**config.mk**
```make
export PLATFORM = sky130hd
export DESIGN_NAME = present_key_scheduler
export DESIGN_NICKNAME = d
export VERILOG_FILES = /design/src/rtl/present_key_scheduler.sv
export SDC_FILE = /design/constraint.sdc
export NUM_CORES = 1
export LEC_CHECK = 0
export CAP_MARGIN = 10
export CORE_UTILIZATION = 40
export DETAILED_ROUTE_END_ITERATION = 16
export DONT_BUFFER_PORTS = 1
export PLACE_DENSITY = 0.52
export SETUP_SLACK_MARGIN = 0.1
export SLEW_MARGIN = 10
export SYNTH_ARGS = -nofsm -noshare
export SYNTH_HDL_FRONTEND = slang
export SYNTH_HIERARCHICAL = 1
export SYNTH_SLANG_ARGS = --single-unit
```
**constraint.sdc**
```tcl
create_clock -name clk -period 2.3 [get_ports clk]
set_clock_uncertainty 0.05 [all_clocks]
set_input_delay 0.46 -clock clk [delete_from_list [all_inputs] [get_ports clk]]
set_output_delay 0.46 -clock clk [all_outputs]
set_load 0.02 [all_outputs]
```
**src/rtl/present_key_scheduler.sv**
```systemverilog
// PRESENT-80 key scheduler.
//
// Owns the 80-bit PRESENT key register and advances it through one shared
// combinational key-update stage, one step per accepted round key. Round keys
// K1..K{NUM_RK} go to the round datapath over a valid/ready stream.
//
// Ports:
//   clk, rst_n     clock (rising edge) and asynchronous active-low reset
//   key_valid_i    master key offered; accepted when key_ready_o is high
//   key_i          80-bit master key, sampled on the key handshake
//   key_ready_o    high in IDLE unless abort_i is asserted
//   abort_i        synchronous abort; drops the schedule, wins over handshakes
//   rk_valid_o     round key on rk_o is valid (state is RUN)
//   rk_ready_i     consumer accepts the round key
//   rk_o           current round key, key_reg[79:16]
//   rk_idx_o       index of the round key on rk_o, 1..NUM_RK
//   last_o         high with rk_valid_o on the final round key
//   done_o         one-cycle pulse after the final round key is accepted
//   busy_o         high in RUN

// One PRESENT-80 key-register update step (rotate, S-box, counter XOR).
module key_update (
   input  logic [79:0] key_in,
   input  logic [4:0]  round_cnt,
   output logic [79:0] key_next_c
);

   localparam int unsigned KEY_W = 80;

   // PRESENT 4-bit S-box
   function automatic logic [3:0] sbox(input logic [3:0] x);
      logic [3:0] y;
      case (x)
         4'h0: y = 4'hC;
         4'h1: y = 4'h5;
         4'h2: y = 4'h6;
         4'h3: y = 4'hB;
         4'h4: y = 4'h9;
         4'h5: y = 4'h0;
         4'h6: y = 4'hA;
         4'h7: y = 4'hD;
         4'h8: y = 4'h3;
         4'h9: y = 4'hE;
         4'hA: y = 4'hF;
         4'hB: y = 4'h8;
         4'hC: y = 4'h4;
         4'hD: y = 4'h7;
         4'hE: y = 4'h1;
         default: y = 4'h2;
      endcase
      return y;
   endfunction

   logic [KEY_W-1:0] rot_c;

   // Rotate left by 61, substitute the top nibble, fold the round counter into bits 19:15
   always_comb begin
      rot_c               = {key_in[18:0], key_in[79:19]};
      key_next_c          = rot_c;
      key_next_c[79:76]   = sbox(rot_c[79:76]);
      key_next_c[19:15]   = rot_c[19:15] ^ round_cnt;
   end

endmodule

module present_key_scheduler #(
   parameter int unsigned NUM_RK = 32
) (
   input  logic        clk,
   input  logic        rst_n,
   input  logic        key_valid_i,
   input  logic [79:0] key_i,
   output logic        key_ready_o,
   input  logic        abort_i,
   output logic        rk_valid_o,
   input  logic        rk_ready_i,
   output logic [63:0] rk_o,
   output logic [5:0]  rk_idx_o,
   output logic        last_o,
   output logic        done_o,
   output logic        busy_o
);

   localparam int unsigned KEY_W = 80;
   localparam int unsigned RK_W  = 64;
   localparam int unsigned IDX_W = 6;
   localparam int unsigned RC_W  = 5;

   localparam logic [0:0] ST_IDLE = 1'b0;
   localparam logic [0:0] ST_RUN  = 1'b1;

   localparam logic [IDX_W-1:0] LAST_IDX = IDX_W'(NUM_RK);

   // Catch an out-of-range round-key count at elaboration
   generate
      if (NUM_RK < 2 || NUM_RK > 32) begin : g_bad_num_rk
         $error("present_key_scheduler: NUM_RK must be in 2..32");
      end
   endgenerate

   logic [0:0]       state_q, state_d;
   logic [KEY_W-1:0] key_q,   key_d;
   logic [IDX_W-1:0] round_q, round_d;
   logic             done_q,  done_d;
   logic [KEY_W-1:0] key_upd_c;
   logic             in_run_c;
   logic             at_last_c;

   assign in_run_c  = (state_q == ST_RUN);
   assign at_last_c = (round_q == LAST_IDX);

   // Single shared key-update stage, fed by the low 5 bits of the round counter
   key_update u_key_update (
      .key_in     (key_q),
      .round_cnt  (round_q[RC_W-1:0]),
      .key_next_c (key_upd_c)
   );

   // State register
   always_ff @(posedge clk or negedge rst_n) begin
      if (!rst_n) begin
         state_q <= ST_IDLE;
         key_q   <= '0;
         round_q <= '0;
         done_q  <= 1'b0;
      end else begin
         state_q <= state_d;
         key_q   <= key_d;
         round_q <= round_d;
         done_q  <= done_d;
      end
   end

   // Next-state logic; abort overrides both handshakes
   always_comb begin
      state_d = state_q;
      key_d   = key_q;
      round_d = round_q;
      done_d  = 1'b0;
      if (abort_i) begin
         state_d = ST_IDLE;
         round_d = '0;
      end else begin
         case (state_q)
            ST_IDLE: begin
               if (key_valid_i) begin
                  key_d   = key_i;
                  round_d = IDX_W'(1);
                  state_d = ST_RUN;
               end
            end
            ST_RUN: begin
               if (rk_ready_i) begin
                  if (at_last_c) begin
                     // Final key accepted: hold key_reg, pulse done next cycle
                     state_d = ST_IDLE;
                     done_d  = 1'b1;
                  end else begin
                     key_d   = key_upd_c;
                     round_d = round_q + IDX_W'(1);
                  end
               end
            end
            default: begin
               state_d = ST_IDLE;
               round_d = '0;
            end
         endcase
      end
   end

   // Stream outputs are decodes of the registered state
   assign key_ready_o = (state_q == ST_IDLE) && !abort_i;
   assign rk_valid_o  = in_run_c;
   assign rk_o        = key_q[KEY_W-1 -: RK_W];
   assign rk_idx_o    = round_q;
   assign last_o      = in_run_c && at_last_c;
   assign done_o      = done_q;
   assign busy_o      = in_run_c;

endmodule
```
==> impl_metrics.yaml <==
finish:
  final_nets: 508
  final_cell_mix: "dfrtp_1 (87), nor2_1 (86), a21oi_1 (83), mux2i_1 (81), clkbuf_16 (10)"
  nFillCells: 1282
  layout_commonest_cell: "dfrtp_1"
  num_antenna_cells: 0
  drive_above_1_share_pct: 7.40
  fin_util_pct: 37.5
  area_growth_pct: -10.2
timing:
  maxSlewHeadroom_pct: 66.3
  rsz0062_at_grt: "yes"
  tightest_slew_ps: 505
  max_clock_freq_ghz: 0.474
  final_max_slew_viol_count: 0
  fin_crit_sh_pct: 91.7
  fin_setup_tns_ps: 0
  holdWs_ps: -236
  setup_viol: 0
  fin_crit_ps: 2110
  layout_setup_ws_ps: 190
  finalHoldViolCount: 88
power_and_ir_drop:
  internal-power_uw: 2920
  seqPwrFrac_pct: 54.5
  switchingPower_uw: 1650
  p_per_area_nw_per_um2: 950
  clkPwrFrac_pct: 28.2
  p_leak_uw: 0.00200
  sw_frac_of_total_pct: 36.0
  peakVddDrop_uv: 322
  pwr-share-comb_pct: 17.3
cts:
  cts-root-buf: "clkbuf_16"
  htreeDepth: 3
  cts_buffers: 9
  cts.sinks: 88
  cts_tree: "built"
  cts.path.max_buffers: 2
  insertion_delay_ps: 340
  cts.clk_slew.worst_paths_ps: 60
  postCtsSetupRepairBufs: 0
routing:
  vias_per_cell: 5.24
  drtAntennaViolNets: 0
  routed_wl_mm: 12.3
  drtPass1Iterations: 8
  drtIter0Drc: 146
  drc_errors: 0
  wl_per_cell_um: 20.7
  num_vias: 3097
global_route:
  grt_util_all_layers_pct: 17.7
  overflow: 0
  grt_pass1_vias: 3122
  grt_pass1_wl_mm: 18.5
  grt_max_degree: 107
  grt_antenna_before_repair: 0
floorplan:
  die_h_um: 118
  ioPinCount: 160
  dieArea_um2: 13900
  fp.dieW_um: 118
  num_rows: 41
  start_util_pct: 41.7
  core_um2: 12800
critical_path:
  cp_num_buf_inv: 0
  path_max_fanout: 12
  arrival_ps: 1600
  rrSetupSlack_ps: 220
  timing.rr.end: "key_q[20]"
  crit_type: "reg -> out"
  critical_path_required_ps: 1790
  path_cells: "nor2b_1 -> and2_4"
  crit_slowest_cell: "dfrtp_4"
  startpoint: "busy_o"
  worstRegToRegCells: 8
  endpoint: "last_o"
  crit_family: "simple AND/OR/NAND/NOR gates"
  cp_slowest_stage_delay_ps: 550
  end_kind: "output pin"
  reg2reg_from: "rk_idx_o[0]"
  worstSetupPathDepth: 2
  start_kind: "flop"
synth:
  syn_inst: 558
  synth_cell_type_count: 34
  yosys_warnings: 6
  yosysSeqAreaShare_pct: 41.1
  synth-edff-count: 0
  synth_seq_cells: 88
  ys_dominant_reg_cell: "dfrtp_1"
  syn_area_um2: 5350
  async_reset_ff_share_pct: 100
  synth_nets: 650
  synth.avg_cell_area_um2: 9.59
run_status:
  violations: "hold timing"
  status: "complete, but fails checks"
placement:
  routabilityCongestion: 0.801
  pre_cts_ws_ps: 347
  port-buffer-count: 0
  dp_hpwl_mm: 8.52
hold_path:
  hold_class: "in -> async"
flow_run:
  drv_cap: 0
## per-stage QoR
step | instance area (um2) | total power, uW | std cells
after detailed placement | 4540 | 3310 | 576
after global placement | 4540 | 3280 | 576
after CTS | 4780 | 4630 | 590
after floorplan | 5350 | 3690 | 558
final | 4810 | 4570 | 591
after global routing | 4810 | 4830 | 591
## state kept, by name (all words and copies together), names as in the netlist
name and flops:
done_o 1, busy_o 1, key_q 80, rk_idx_o 6
## synthesized netlist by cell type (2+ instances only)
master	instances	share of area, %
buf_1	3	0.21
inv_1	6	0.42
mux4_2	2	0.84
nor2b_1	2	0.23
a21oi_1	83	7.8
o2bb2ai_1	2	0.33
buf_6	2	0.42
xor2_1	5	0.82
nor2_1	86	6.0
nor3_1	2	0.19
nand2_1	3	0.21
and3_1	2	0.23
clkbuf_1	7	0.49
ha_1	7	1.6
dfrtp_1	88	41
buf_2	18	1.7
mux2i_1	81	15
a31oi_1	2	0.23
buf_4	136	19
nand3_1	4	0.37
o21ai_0	4	0.37
## per-layer routing
| metal | track usage, % | share of wire (%) | vias up |
|---|---|---|---|
| met1 | 25.4 | 49 | 1520 |
| met4 | 7.77 | 1.9 | 0 |
| met3 | 5.04 | 6.0 | 14 |
| met5 | 0 | 0 | - |
| met2 | 24.3 | 43 | 106 |
| li1 | - | - | 1457 |
## power groups by stage
stage / Sequential (uW) / Combinational [uW] / Clock, uW
after floorplan: 2060 / 1630 / 0
after global placement: 2520 / 750 / 0
after detailed placement: 2530 / 782 / 0
after CTS: 2500 / 788 / 1340
after global routing: 2540 / 895 / 1400
final: 2490 / 790 / 1290
## worst reg2reg max path: stages, from the launching register on
cell	delay (ps)
dfrtp_1	350
inv_1	40
ha_1	180
nor4bb_2	160
buf_4	150
a211oi_4	430
buf_6	420
nor2_1	90
a21oi_1	130
## repair_timing
| action | 4_1_cts | 5_1_grt |
|---|---|---|
| hold endpoints to repair | 88 | 88 |
| resized for setup | 1 | 3 |
| pin swaps | 0 | 0 |
| cloned | 0 | 1 |
| setup endpoints to repair | 1 | 1 |
## cell families (layout without fill, tap and decap cells)
kind of cell | Yosys count | after routing | share of synthesized area, %
buf+inv | 172 | 33 | 22.3
simple gates | 104 | 104 | 7.99
compound gates | 97 | 97 | 9.72
flops | 88 | 88 | 41.1
xor+xnor | 6 | 6 | 0.982
mux | 84 | 84 | 16.2
fa+ha+maj | 7 | 7 | 1.64
## worst min-delay path by stage
stage / slack, ps / startpoint / cells past startpoint / end
3_3_place_gp: 120 / rst_n / 0 / done_o
6_report: -240 / rst_n / 0 / done_o
4_1_cts: -260 / rst_n / 0 / rk_idx_o[5]
5_1_grt: -260 / rst_n / 0 / done_o
2_1_floorplan: 110 / rst_n / 0 / busy_o
3_5_place_dp: 120 / rst_n / 0 / busy_o
## final cells by class
cell class,instances,area [um2],share of cell area (%)
clock buffers,12,236,4.92
clock inverters,2,10.0,0.208
inverters,6,22.5,0.468
multi-input cells,298,1970,41.1
flip-flops and latches,88,2210,45.9
well taps,172,215,4.48
repair buffers,13,144,2.99
No activity file was read; power rests on OpenSTA's default activity.
